$ cat src/rtl/stream_sink.sv
// stream_sink: receive-side AXI-Stream byte sink with a show-ahead FIFO and
// frame tracking.
//
// Each accepted beat is stored as {tlast, tdata}. The head entry is shown on
// Dout/Dout_last, and the pop input removes it. A two-state FSM (IDLE/FRAME)
// counts the beats in each frame. Every completed frame raises frame_done for
// one cycle and reports its length on frame_len (saturating at 255).
//
// Ports:
//   clk, rst              clock; asynchronous active-low reset
//   tdata/tvalid/tlast    inbound stream beat
//   tready                sink accepts this cycle (in_en & ~full, 0 in reset)
//   in_en                 acceptance enable
//   pop                   remove head entry (ignored when empty)
//   Dout/Dout_last        head entry, registered show-ahead
//   buff_count/empty/full occupancy
//   frame_done            one-cycle pulse after a tlast beat is accepted
//   frame_len             beats in the last completed frame, saturating at 255
//   frame_count           completed frames, wraps modulo 256
//   in_frame              FSM is inside a multi-beat frame
module stream_sink #(
  parameter int unsigned DEPTH = 16,
  parameter int unsigned CW    = $clog2(DEPTH + 1)
) (
  input  logic          clk,
  input  logic          rst,
  input  logic [7:0]    tdata,
  input  logic          tvalid,
  output logic          tready,
  input  logic          tlast,
  input  logic          in_en,
  input  logic          pop,
  output logic [7:0]    Dout,
  output logic          Dout_last,
  output logic [CW-1:0] buff_count,
  output logic          empty,
  output logic          full,
  output logic          frame_done,
  output logic [7:0]    frame_len,
  output logic [7:0]    frame_count,
  output logic          in_frame
);

  localparam int unsigned PW = (DEPTH > 1) ? $clog2(DEPTH) : 1;

  typedef enum logic {
    S_IDLE,
    S_FRAME
  } state_t;

  logic [8:0]    mem_q [DEPTH];
  logic [PW-1:0] wr_ptr_q, wr_ptr_d;
  logic [PW-1:0] rd_ptr_q, rd_ptr_d;
  logic [CW-1:0] count_q, count_d;
  logic [8:0]    dout_q, dout_d;
  state_t        state_q, state_d;
  logic [7:0]    len_cnt_q, len_cnt_d;
  logic [7:0]    frame_len_q, frame_len_d;
  logic [7:0]    frame_count_q, frame_count_d;
  logic          frame_done_q, frame_done_d;

  logic       accept;
  logic       pop_eff;
  logic [8:0] in_word;

  function automatic logic [PW-1:0] ptr_inc(input logic [PW-1:0] p);
    return (p == PW'(DEPTH - 1)) ? '0 : p + PW'(1);
  endfunction

  assign empty      = (count_q == '0);
  assign full       = (count_q == CW'(DEPTH));
  assign tready     = rst & in_en & ~full;
  assign accept     = tvalid & tready;
  assign pop_eff    = pop & ~empty;
  assign in_word    = {tlast, tdata};

  assign buff_count  = count_q;
  assign Dout        = dout_q[7:0];
  assign Dout_last   = dout_q[8];
  assign frame_done  = frame_done_q;
  assign frame_len   = frame_len_q;
  assign frame_count = frame_count_q;
  assign in_frame    = (state_q == S_FRAME);

  // FIFO pointers, occupancy and registered head
  always_comb begin
    wr_ptr_d = wr_ptr_q;
    rd_ptr_d = rd_ptr_q;
    count_d  = count_q;
    dout_d   = dout_q;

    if (accept)  wr_ptr_d = ptr_inc(wr_ptr_q);
    if (pop_eff) rd_ptr_d = ptr_inc(rd_ptr_q);

    if (accept && !pop_eff)      count_d = count_q + CW'(1);
    else if (!accept && pop_eff) count_d = count_q - CW'(1);

    // Dout is a register, so it is loaded with the entry that will be the head
    // after this edge. If that entry is being written on this same edge, it is
    // not yet in mem_q, so it is forwarded from the input.
    if (count_d != '0) begin
      if (accept && (rd_ptr_d == wr_ptr_q)) dout_d = in_word;
      else                                  dout_d = mem_q[rd_ptr_d];
    end
  end

  // Frame FSM
  always_comb begin
    state_d       = state_q;
    len_cnt_d     = len_cnt_q;
    frame_len_d   = frame_len_q;
    frame_count_d = frame_count_q;
    frame_done_d  = 1'b0;

    if (accept) begin
      case (state_q)
        S_IDLE: begin
          if (tlast) begin
            frame_done_d  = 1'b1;
            frame_len_d   = 8'd1;
            frame_count_d = frame_count_q + 8'd1;
          end else begin
            state_d   = S_FRAME;
            len_cnt_d = 8'd1;
          end
        end
        S_FRAME: begin
          if (tlast) begin
            state_d       = S_IDLE;
            frame_done_d  = 1'b1;
            frame_len_d   = (len_cnt_q == 8'hFF) ? 8'hFF : len_cnt_q + 8'd1;
            frame_count_d = frame_count_q + 8'd1;
          end else if (len_cnt_q != 8'hFF) begin
            len_cnt_d = len_cnt_q + 8'd1;
          end
        end
        default: state_d = S_IDLE;
      endcase
    end
  end

  // Storage array: no reset needed, since entries are only read once written
  always_ff @(posedge clk) begin
    if (accept) mem_q[wr_ptr_q] <= in_word;
  end

  always_ff @(posedge clk or negedge rst) begin
    if (!rst) begin
      wr_ptr_q      <= '0;
      rd_ptr_q      <= '0;
      count_q       <= '0;
      dout_q        <= '0;
      state_q       <= S_IDLE;
      len_cnt_q     <= '0;
      frame_len_q   <= '0;
      frame_count_q <= '0;
      frame_done_q  <= 1'b0;
    end else begin
      wr_ptr_q      <= wr_ptr_d;
      rd_ptr_q      <= rd_ptr_d;
      count_q       <= count_d;
      dout_q        <= dout_d;
      state_q       <= state_d;
      len_cnt_q     <= len_cnt_d;
      frame_len_q   <= frame_len_d;
      frame_count_q <= frame_count_d;
      frame_done_q  <= frame_done_d;
    end
  end

endmodule

$ cat config.mk
export PLATFORM = sky130hd
export DESIGN_NAME = stream_sink
export DESIGN_NICKNAME = d
export VERILOG_FILES = /design/src/rtl/stream_sink.sv
export SDC_FILE = /design/constraint.sdc
export NUM_CORES = 1
export LEC_CHECK = 0
export BUFFER_PORTS_ARGS = -buffer_cell sky130_fd_sc_hd__buf_4
export CORE_MARGIN = 2
export CORE_UTILIZATION = 30
export CTS_CLUSTER_SIZE = 20
export DETAILED_ROUTE_END_ITERATION = 6
export HOLD_SLACK_MARGIN = 0.06
export PLACE_DENSITY = 0.42
export SLEW_MARGIN = 10
export SYNTH_ARGS = -nofsm -noshare
export SYNTH_HDL_FRONTEND = slang
export SYNTH_SLANG_ARGS = --single-unit
export TNS_END_PERCENT = 5
$ cat constraint.sdc
create_clock -name clk -period 3.1 [get_ports clk]
set_input_delay 0.465 -clock clk [delete_from_list [all_inputs] [get_ports clk]]
set_output_delay 0.465 -clock clk [all_outputs]
set_load 0.005 [all_outputs]
## Word-level counts from Yosys, hierarchy flattened

Memories as Yosys holds them, arrays and structs flattened. A register that Yosys moved wholly into a read port is not among the register bits.
Cells that the tools add are included.

- Add/sub/neg operators: 6
- Eq/ne operators: 10
- Mux-type cells: 19
- Bitwise gates (word level): 7
- Reduce and logical (&&, ||, !) cells: 10

Operators with widths:

| cell | count |
|---|---|
| 8-bit 2-to-1 mux | 7 |
| 8-bit case mux with 2 select lines | 2 |
| 8-bit by 1-bit adder with 8-bit output, second input constant | 2 |
| 4-bit 2-to-1 mux | 3 |
| 5-bit 2-to-1 mux | 2 |
| 4-bit by 1-bit adder with 4-bit output, second input constant | 2 |
| 4-bit equality test, second input constant | 2 |
| 8-bit equality test, second input constant | 1 |
| 2-bit != test, second input constant | 4 |
| 8-bit != test, second input constant | 1 |
| 5-bit by 1-bit adder with 5-bit output, second input constant | 1 |
| 5-bit equality test, second input constant | 1 |
| 5-bit zero test | 1 |
| 1-bit 2-to-1 mux | 5 |
| 5-bit nonzero test | 1 |
| 5-bit by 1-bit subtractor with 5-bit output, second input constant | 1 |
| 1-bit bitwise AND | 4 |
| 4-bit AND reduction | 1 |
| 1-bit zero test | 3 |
| 1-bit NOT | 3 |
| 3-bit AND reduction | 1 |
| 1-bit logical AND | 2 |
| 2-bit by 1-bit != test with 1-bit output, second input constant | 1 |
| 2-bit AND reduction | 1 |

- Register bits: 39
- Bits in writable memories: 144
- Output and inout bits: 35
- Logic and storage cells: 61
- Memories kept: 1

Memory list:

| memory | depth | width | rd ports | clocked after Yosys merged registers in | wr ports | RTL line | RTL |
|---|---|---|---|---|---|---|---|
| mem_q | 16 | 9 | 1 | 1 | 1 | 51 | `logic [8:0] mem_q [DEPTH];` |

## Depth between registers and ports, before layout

Gate-level depths: netlist of the first run.

- Depth after elaboration: 9
- Mapped depth: 13

## Worst setup path after synthesis of the first run

OpenSTA, ideal clock, no wires.

- Kind: reg-to-reg
- Start: reg count_q[0] (netlist: buff_count[0])
- End: reg dout_q[0], read port of mem_q
- Setup time: 0.147 ns
- Data arrival time: 2.742 ns
- Data required time: 2.953 ns
- Slack: 0.211 ns
- Stages on the path, launching flop included: 14
- Path buffers: 3
- Clock period less this slack: 2.889 ns
- Cells stage by stage: dfrtp_1 -> inv_1 -> ha_1 -> or4b_1 -> buf_2 -> clkinv_4 -> nor2_2 -> mux2i_2 -> buf_6 -> buf_8 -> xnor2_1 -> nand4_1 -> nor3_1 -> a221oi_2

- Elaborated cells on any way between the ends: 17

RTL lines:

| element | RTL line | RTL |
|---|---|---|
| start: declaration | 54 | `logic [CW-1:0] count_q, count_d;` |
| start signal: assignment | 161 | `count_q <= count_d;` |
| 5-bit zero test * | 70 | `assign empty = (count_q == '0);` |
| net empty | 36 | `output logic empty,` |
| 1-bit NOT * | 74 | `assign pop_eff = pop & ~empty;` |
| 1-bit bitwise AND * | 74 |  |
| 1-bit logical AND / 1-bit zero test (equally long branches) | 96, 95 |  |
| 5-bit 2-to-1 mux / 1-bit logical AND (equally long branches) | 96, 95 |  |
| 5-bit 2-to-1 mux | 95 | `if (accept && !pop_eff) count_d = count_q + CW'(1);` |
| 5-bit nonzero test | 101 | `if (count_d != '0) begin` |
| end: declaration | 55 | `logic [8:0] dout_q, dout_d;` |

The timed path passes the listed nets; every way through them passes the cells marked *.
A chain may end at the register's enable or synchronous reset.

## Worst setup path after layout of the first run

- Start: reg count_q[0] (netlist: buff_count[0])
- End: reg dout_q[4], read port of mem_q

- Word-level cells in the longest chain between the ends: 9
- Elaborated cells on any way between the ends: 17

Ends and longest elaborated chain:

| element | RTL line | RTL |
|---|---|---|
| 5-bit equality test | 71 | `assign full = (count_q == CW'(DEPTH));` |
| 1-bit NOT | 72 | `assign tready = rst & in_en & ~full;` |
| 1-bit bitwise AND | 72 |  |
| 1-bit bitwise AND | 73 | `assign accept = tvalid & tready;` |
| 1-bit zero test | 96 | `else if (!accept && pop_eff) count_d = count_q - CW'(1);` |
| 1-bit logical AND | 96 |  |
| 5-bit 2-to-1 mux | 96 |  |
| 5-bit 2-to-1 mux | 95 |  |
| 5-bit nonzero test | 101 |  |

Several ways; a longest one is shown, not always the timed one.

==> results.toml, run 1 <==
[run_status]
run_status = "finished clean"

[worst_setup_path]
crit_family = "simple AND/OR/NAND/NOR gates"
end_kind = "register"
path_buf_inv = 6
critPathMaxStageDelay_ps = 530
regToRegSetupSlack_ps = 80
path_class = "register to register"
critPathRequiredTime_ps = 3390
cp-start-kind = "register"
worstPathCellList = "inv_1, ha_1, or4b_4, clkinv_4, nor2_2, mux2i_4, buf_12, inv_4, buf_12, a21oi_1, a221oi_2, buf_4, nor4_2, a221oi_2"
cp_slowest_cell = "or4b_4"
worstPathArrival_ps = 3310
worstPathMaxFanout = 14

[routing]
postRouteAntennaNets = 0
drc = 0
routed_wl_um = 21390
firstDrtPassIters = 5
wl_per_cell_um = 20.32
drtIter0Drc = 369
vias_per_cell = 4.976
via_count = 5240

[global_routing]
grt_max_degree = 46
use_met2_pct = 24.54
antenna_found_initial = 0
use_met1_pct = 21.29
top_usage_layer = "met2"
use_met3_pct = 2.245
grt_first_pass_wirelength_um = 32200
grtUsageTotal_pct = 15.20
grt.overflow.total = 0
grt_pass1_vias = 5208

[flow_run]
maxCapViolations = 0

[sta]
maxSlewHeadroom_pct = 47.57
finalMaxSlewViolations = 0
tightestPinTransition_ps = 780.4
hold_ws_ps = 373.7
fin_skew_ps = 19.04
fin_crit_sh_pct = 97.50
finalSetupViolCount = 0
hold_violations = 0
fmax_ghz = 0.3308
rsz0062_at_grt = "yes"
min_period_ps = 3023

[clock_network]
path_clk_slew_ps = 80
clockBufferDepth = 2
clock-sinks = 192
numCtsBuffers = 17
clk_latency_ps = 440
cts_root_buffer = "clkbuf_16"
cts_tree = "yes"
cts_max_level = 4

[placement]
routabilityCongestion = 0.8132
io_buffers = 48
dp_hpwl_um = 13930

[yosys]
async_flop_share_pct = 25.00
syn_area_per_cell_um2 = 13.41
synth_edf_count = 144
netlist_area_mm2 = 0.008167
synthFlopType = "edfxtp_1"
synth_cell_types = 53
synth_warnings = 0
seq_area_frac_synth_pct = 67.66
postSynthRegisterBits = 192
syn_nets = 632
netlist_instances = 609

[hold_path]
holdCritPathClass = "input port to register"

[floorplanning]
fp.dieW_um = 169.0
ioPinCount = 49
start_util_pct = 30.39
core-area_mm2 = 0.02688
die_area_mm2 = 0.02856
rows = 60
die_y_um = 169.0

[pwr]
p_leak_nw = 3.788
ir_worst_vdd_mv = 0.4002
power_density_mw_per_mm2 = 934.7
report.power.total_mw = 9.437

[cells_and_area]
drive_gt1_share_pct = 25.18
final_util_pct = 37.57
nets = 721
final_cell_mix = "edfxtp_1 (144), buf_4 (92), nand2_1 (80)"
syn_to_final_growth_pct = 23.62
nFillCells = 2556
layout.cells.most_common = "edfxtp_1"
## Yosys cell counts, types with 11 or more instances
cell / n / area share [%]
nand2_1: 80 / 3.7
dfrtp_1: 48 / 15
a221oi_1: 36 / 3.9
inv_1: 19 / 0.87
edfxtp_1: 144 / 53
nor3_1: 16 / 0.98
xnor2_1: 12 / 1.3
clkbuf_1: 12 / 0.55
nor2_1: 25 / 1.1
mux2i_1: 37 / 4.5
nand3_1: 13 / 0.80
a21oi_1: 41 / 2.5
nor4_1: 11 / 0.84
o21ai_0: 22 / 1.3
## report_power, final
part           internal [mW]  switching [mW]
combinational           1.78            2.24
clock                   1.08            1.08
sequential              3.02           0.231
## per-stage QoR
step	worst slack (ps)	cell area, µm²	std cells	setup TNS, ps
after global placement	-85.53	9250	1016	-138.6
after CTS	14.13	9869	1049	0
after floorplan	211.5	8167	609	0
after detailed placement	-162.1	9250	1016	-550.9
final	77.37	10100	1053	0
after global routing	-48.21	10090	1052	-236.2
## flip-flops by register name (all words and copies together), names as in the netlist
signal and flops:
frame_len 8, wr_ptr_q 4, buff_count 5, mem_q 144, frame_done 1, len_cnt_q 8
in_frame 1, frame_count 8, dout_q 9, rd_ptr_q 4
## path summary, 6_finish.rpt
path | start | end | depth (start not counted)
min | tdata[3] | mem_q[4][3] | 1
max in group asynchronous | rst | dout_q[1] | 3
max reg2reg | buff_count[0] | dout_q[4] | 14
min in group asynchronous | rst | buff_count[0] | 2
min reg2reg | frame_count[7] | frame_count[7] | 1
max | buff_count[0] | dout_q[4] | 14
## worst reg2reg max path, stage by stage (launching register included)
cell and delay [ps]:
dfrtp_1 390, inv_1 100, ha_1 180, or4b_4 530
clkinv_4 100, nor2_2 60, mux2i_4 270, buf_12 200
inv_4 80, buf_12 150, a21oi_1 190, a221oi_2 90
buf_4 150, nor4_2 310, a221oi_2 90
## logic make-up after synthesis
logic type                 count (synthesis)  share of synthesized area (%)
muxes                                     38                          4.704
adders and majority gates                 10                          1.501
DFF                                      192                          67.66
and+or+nand+nor                          166                          9.208
AOI/OAI and AO/OA                        128                          11.55
buffers and inverters                     56                          3.340
xor gates and xnor gates                  19                          2.038
## what timing repair did
| action | CTS | global route |
|---|---|---|
| hold buffers | 1 | 0 |
| resized for setup | 5 | 28 |
| buffers inserted | 0 | 1 |
| endpoints found under the hold margin | 4 | 0 |
| pin swaps | 0 | 3 |
| gates cloned | 0 | 2 |
| endpoints found under the setup margin | 8 | 9 |
## layer usage
layer | wire length, µm | vias up
met5 | 0 | -
met4 | 190 | 0
met3 | 645 | 7
met2 | 10440 | 88
met1 | 10110 | 2666
li1 | - | 2479
## final cells by class
class,instances,area (µm²),area share [%]
well taps,341,426.7,4.226
clock buffers,17,425.4,4.214
diodes,1,2.502,0.02479
multi-input cells,361,2570,25.46
inverters,23,93.84,0.9295
clock inverters,15,158.9,1.574
flip-flops and latches,192,5525,54.73
repair buffers,103,893.4,8.849
(Power assumes the default switching activity.)
==> run 2: changes to the inputs <==
--- a/config.mk
+++ b/config.mk
@@ -10,8 +10,9 @@
 export CORE_UTILIZATION = 30
 export CTS_CLUSTER_SIZE = 20
 export DETAILED_ROUTE_END_ITERATION = 6
+export GPL_TIMING_DRIVEN = 1
 export HOLD_SLACK_MARGIN = 0.06
-export PLACE_DENSITY = 0.42
+export PLACE_DENSITY = 0.5
 export SLEW_MARGIN = 10
 export SYNTH_ARGS = -nofsm -noshare
 export SYNTH_HDL_FRONTEND = slang
==> results.toml, run 2 (synthesis gave the netlist of run 1 again) <==
[sta]
min_period_ps = 2971
fmax_ghz = 0.3366
hold_violations = 0
finalMaxSlewViolations = 0
final.setup.worst_slack_ps = 128.7
tightestPinTransition_ps = 758.9
fin_skew_ps = 15.02
maxSlewHeadroom_pct = 49.02
finalSetupViolCount = 0
tns_ps = 0
rsz0062_at_grt = "yes"
fin_crit_sh_pct = 95.85
hold_ws_ps = 364.0

[hold_path]
holdCritPathClass = "input port to register"

[worst_setup_path]
worstPathArrival_ps = 3310
critPathRequiredTime_ps = 3440
critPathMaxStageDelay_ps = 510
cp_slowest_cell = "or4b_1"
worstPathCellList = "inv_1, ha_1, or4b_1, clkinv_4, nor2_2, mux2i_4, buf_4, inv_6, buf_12, a21oi_1, a221oi_1, nor4_1, a221oi_2"
end_kind = "register"
path_class = "register to register"
cp-start-kind = "register"
worstPathMaxFanout = 20

[floorplanning]
fp.dieW_um = 169.0
die_y_um = 169.0
ioPinCount = 49
rows = 60
die_area_mm2 = 0.02856
start_util_pct = 30.39
core-area_mm2 = 0.02688

[pwr]
report.power.total_mw = 9.073
p_switching_mw = 3.333
ir_worst_vdd_mv = 0.3914
power.internal_mw = 5.740
sequentialPowerShare_pct = 35.9
clockPowerShare_pct = 23.1
switching_share_pct = 36.74
p_leak_nw = 3.738
power_density_mw_per_mm2 = 911.2
p_comb_share_pct = 41.0

[global_routing]
grtUsageTotal_pct = 13.98
antenna_found_initial = 0
grt_first_pass_wirelength_um = 30300
grt_max_degree = 48
grt_pass1_vias = 5209
grt.overflow.total = 0

[routing]
routed_wl_um = 19590
postRouteAntennaNets = 0
via_count = 5225
drc = 0
wl_per_cell_um = 18.67
firstDrtPassIters = 4
drtIter0Drc = 430
vias_per_cell = 4.981

[placement]
place_area_mm2 = 0.009235
routabilityCongestion = 0.8346
dp_hpwl_um = 13270
pre_cts_slack_ps = 29.37
io_buffers = 48
place_inst = 1014

[cells_and_area]
syn_to_final_growth_pct = 21.92
seqCellArea_mm2 = 0.005525
nFillCells = 2584
fin_cells = 1049
largest_reg_flops = 144
nets = 718
drive_gt1_share_pct = 23.73
final_cell_mix = "edfxtp_1 (144), buf_4 (92), nand2_1 (79)"
final_util_pct = 37.05
n_antenna_cell = 0
fin_area_mm2 = 0.009957
multi_input_area_mm2 = 0.002507
reg_top3 = "mem_q: 144 flops, dout_q: 9 flops"
layout.cells.most_common = "edfxtp_1"
top_register = "mem_q"

[clock_network]
clock-sinks = 192
cts_root_buffer = "clkbuf_16"
cts_tree = "yes"
numCtsBuffers = 17
clk_latency_ps = 430
cts_max_level = 4
clockBufferDepth = 2
path_clk_slew_ps = 80

[run_status]
run_status = "finished clean"

[flow_run]
maxCapViolations = 0
-- run 2: cell count changes in the layout (fill, tap and decap cells not counted), moves of 2 or more --
cell,delta
inv_6,+3
buf_6,-2
clkbuf_16,-2
nor4_2,-2
clkbuf_1,+2
a221oi_1,+2
nor4_4,-2
nor4_1,+4
inv_8,-3
-- run 2: what timing repair did --
action                                  in CTS  in global routing
hold buffers                                 1                  0
buffers inserted                             0                  2
endpoints found under the setup margin       0                  9
resized for setup                            0                 26
hold endpoints to repair                     1                  0
-- run 2: routing by layer --
| metal | global-route usage, % | routed length, µm | vias up |
|---|---|---|---|
| li1 | - | - | 2473 |
| met1 | 19.12 | 9011 | 2636 |
| met2 | 22.92 | 9702 | 102 |
| met3 | 2.081 | 641 | 14 |
| met4 | 4.571 | 232 | 0 |
| met5 | 0 | 0 | - |
-- run 2: area by class of cell --
class                           count  area share [%]
Clock buffer                       20           4.486
Clock inverter                     12           1.194
Inverter                           23          0.9676
Multi-Input combinational cell    361           25.18
Sequential cell                   192           55.49
Tap cell                          341           4.285
Timing Repair Buffer              100           8.394
-- run 2: worst paths after layout --
| check | from | to | slack (ps) | cells past startpoint |
|---|---|---|---|---|
| max | buff_count[0] | dout_q[4] | 130 | 13 |
| min | tdata[6] | mem_q[13][6] | 360 | 1 |
| max reg2reg | buff_count[0] | dout_q[4] | 130 | 13 |
| min reg2reg | frame_count[7] | frame_count[7] | 480 | 1 |
| max in group asynchronous | rst | dout_q[7] | 1840 | 3 |
| min in group asynchronous | rst | buff_count[4] | 420 | 2 |
-- run 2: critical path: cells and delay by family (launching register included) --
family | cells | cell delay [ps]
AOI/OAI and AO/OA | 3 | 740
and+or+nand+nor | 3 | 690
buffers and inverters | 5 | 680
DFF | 1 | 380
muxes | 1 | 210
adders and majority gates | 1 | 170
-- run 2: power by group through the flow --
stage          Sequential [mW]  Combinational [mW]  Clock, mW
2_1_floorplan             3.26                2.21          0
3_3_place_gp              3.30                3.41          0
3_5_place_dp              3.31                3.47          0
4_1_cts                   3.26                3.48       2.15
5_1_grt                   3.29                4.04       2.26
6_report                  3.26                3.72       2.10
==> run 3: changes to the inputs <==
--- a/config.mk
+++ b/config.mk
@@ -5,6 +5,7 @@
 export SDC_FILE = /design/constraint.sdc
 export NUM_CORES = 1
 export LEC_CHECK = 0
+export ABC_AREA = 1
 export BUFFER_PORTS_ARGS = -buffer_cell sky130_fd_sc_hd__buf_4
 export CORE_MARGIN = 2
 export CORE_UTILIZATION = 30
@@ -13,6 +14,7 @@
 export GPL_TIMING_DRIVEN = 1
 export HOLD_SLACK_MARGIN = 0.06
 export PLACE_DENSITY = 0.5
+export REMOVE_ABC_BUFFERS = 1
 export SLEW_MARGIN = 10
 export SYNTH_ARGS = -nofsm -noshare
 export SYNTH_HDL_FRONTEND = slang
==> results.toml, run 3 <==
[routing]
wl_per_cell_um = 16.70
firstDrtPassIters = 5
drc = 0
via_count = 6427
routed_wl_um = 23450
postRouteAntennaNets = 0
drtIter0Drc = 540
vias_per_cell = 4.578

[cells_and_area]
largest_reg_flops = 144
nets = 1025
drive_gt1_share_pct = 13.31
reg_top3 = "mem_q: 144 flops, dout_q: 9 flops"
final_util_pct = 35.43
fin_area_mm2 = 0.01053
top_register = "mem_q"
final_cell_mix = "nand3_1 (205), nand2_1 (205), inv_1 (179)"
n_antenna_cell = 0
syn_to_final_growth_pct = 16.05

[yosys]
async_flop_share_pct = 25.00
syn_area_per_cell_um2 = 9.663
seq_area_frac_synth_pct = 60.89
synthTopCellsByArea = "edfxtp_1 (48%), dfrtp_1 (13%), nand3_1 (11%)"
yosys-top-cells-count = "nand2_1 (205), nand3_1 (205), inv_1 (179)"
synth_edf_count = 144
postSynthRegisterBits = 192
synth_top_cell_area_share_pct = 47.66
synth_warnings = 0
synthFlopType = "edfxtp_1"
netlist_instances = 939
netlist_area_mm2 = 0.009074
yosysTopAreaCell = "edfxtp_1"
synth_cell_types = 36

[worst_setup_path]
cp-start-kind = "register"
cp_slowest_cell = "dfrtp_1"
worstPathArrival_ps = 3060
end_kind = "register"
critPathRequiredTime_ps = 3420
worstPathMaxFanout = 14
worstPathCellList = "inv_1, ha_1, nand3_4, nand2_8, nand2_4, nand2_1, buf_4, nand2_1, nand3_1, nand3_1, nand3_1, nand3_1, nand2_1, nand2_1"
critPathMaxStageDelay_ps = 440
path_class = "register to register"

[global_routing]
antenna_found_initial = 1
use_met1_pct = 22.56
grt_max_degree = 49
top_usage_layer = "met2"
use_met2_pct = 23.27
grt_first_pass_wirelength_um = 36350
use_met3_pct = 2.678
grt.overflow.total = 0
grtUsageTotal_pct = 15.32
grt_pass1_vias = 6240

[sta]
maxSlewHeadroom_pct = 32.44
tightestPinTransition_ps = 1013
fmax_ghz = 0.3649
finalMaxSlewViolations = 0
fin_crit_sh_pct = 88.40
tns_ps = 0
fin_skew_ps = 12.78
finalSetupViolCount = 0
hold_violations = 0
rsz0062_at_grt = "no"
min_period_ps = 2740

[placement]
routabilityCongestion = 0.7810
place_area_mm2 = 0.009942
io_buffers = 48
dp_hpwl_um = 14740

[pwr]
ir_worst_vdd_mv = 0.4037
p_leak_nw = 4.718
power_density_mw_per_mm2 = 859.5

[clock_network]
path_clk_slew_ps = 70
clock-sinks = 192
cts.hold.buffers_added = 0
clockBufferDepth = 2
cts_resized = 0
postCtsSetupBuffers = 0
cts_tree = "yes"
clk_latency_ps = 440
cts_max_level = 4
numCtsBuffers = 17
cts_root_buffer = "clkbuf_16"

[floorplanning]
fp.dieW_um = 177.9
ioPinCount = 49
start_util_pct = 30.53
rows = 63
die_area_mm2 = 0.03165
die_y_um = 177.9
core-area_mm2 = 0.02972

[run_status]
run_status = "finished clean"

[flow_run]
maxCapViolations = 0

[hold_path]
holdCritPathClass = "input port to asynchronous set/reset pin"
run 3: cell types whose count changed after synthesis, sizes merged, moves of 22 or more:
cell | previous run | this run
nand3 | 13 | 212
a221oi | 45 | 0
nand2 | 80 | 213
inv | 22 | 183
mux2i | 38 | 0
nor2 | 26 | 48
a21oi | 41 | 5
run 3: area by class of cell:
type	instances	area (µm²)
Tap cell	390	488.0
Clock inverter	14	153.9
Sequential cell	192	5525
Timing Repair Buffer	76	595.6
Multi-Input combinational cell	532	2648
Clock buffer	17	425.4
Inverter	183	694.4
Fill cell	2983	19190
run 3: stage by stage:
step | power [mW] | setup WS [ps] | hold WS, ps | instances
floorplan | 5.435 | 505.7 | 169.4 | 906
global placement | 6.894 | 365.1 | 468.5 | 1372
detailed placement | 6.906 | 258.7 | 474.0 | 1372
CTS | 9.102 | 265.8 | 169.2 | 1403
global route | 9.688 | 68.67 | 197.9 | 1404
finish | 9.051 | 359.7 | 159.8 | 1404
run 3: power breakdown:
group          leakage [nW]  switching [mW]  internal (mW)  total, mW
logic                  2.55            2.33           1.21       3.53
registers              1.89           0.291           3.05       3.34
clock network         0.281            1.04           1.13       2.18
run 3: routing by layer:
| layer | vias to the layer above | wire length [µm] |
|---|---|---|
| li1 | 3182 | - |
| met5 | - | 0 |
| met1 | 3083 | 11590 |
| met3 | 17 | 1050 |
| met2 | 145 | 10510 |
| met4 | 0 | 303 |
run 3: worst max-delay path, delay by kind of cell, from the launching register on:
| family | cells | cell delay, ps |
|---|---|---|
| DFF | 1 | 440 |
| and+or+nand+nor | 11 | 1440 |
| buffers and inverters | 2 | 460 |
| adders and majority gates | 1 | 290 |
run 3: worst paths after layout:
path,startpoint,endpoint,slack [ps],cells after the start
hold reg to reg,frame_count[7],frame_count[7],480,1
setup reg to reg,buff_count[0],dout_q[3],360,14
min in group clk,tdata[4],mem_q[9][4],390,1
max in group asynchronous,rst,dout_q[0],2470,2
hold / removal,rst,frame_len[1],160,2
setup / recovery,buff_count[0],dout_q[3],360,14
run 3: kinds of logic after synthesis:
family	count (synthesis)	synth area share [%]
and+or+nand+nor	483	24.78
buffers and inverters	216	10.11
muxes	1	0.1241
adders and majority gates	9	1.241
xor gates and xnor gates	9	0.8687
DFF	192	60.89
AOI/OAI and AO/OA	29	1.986
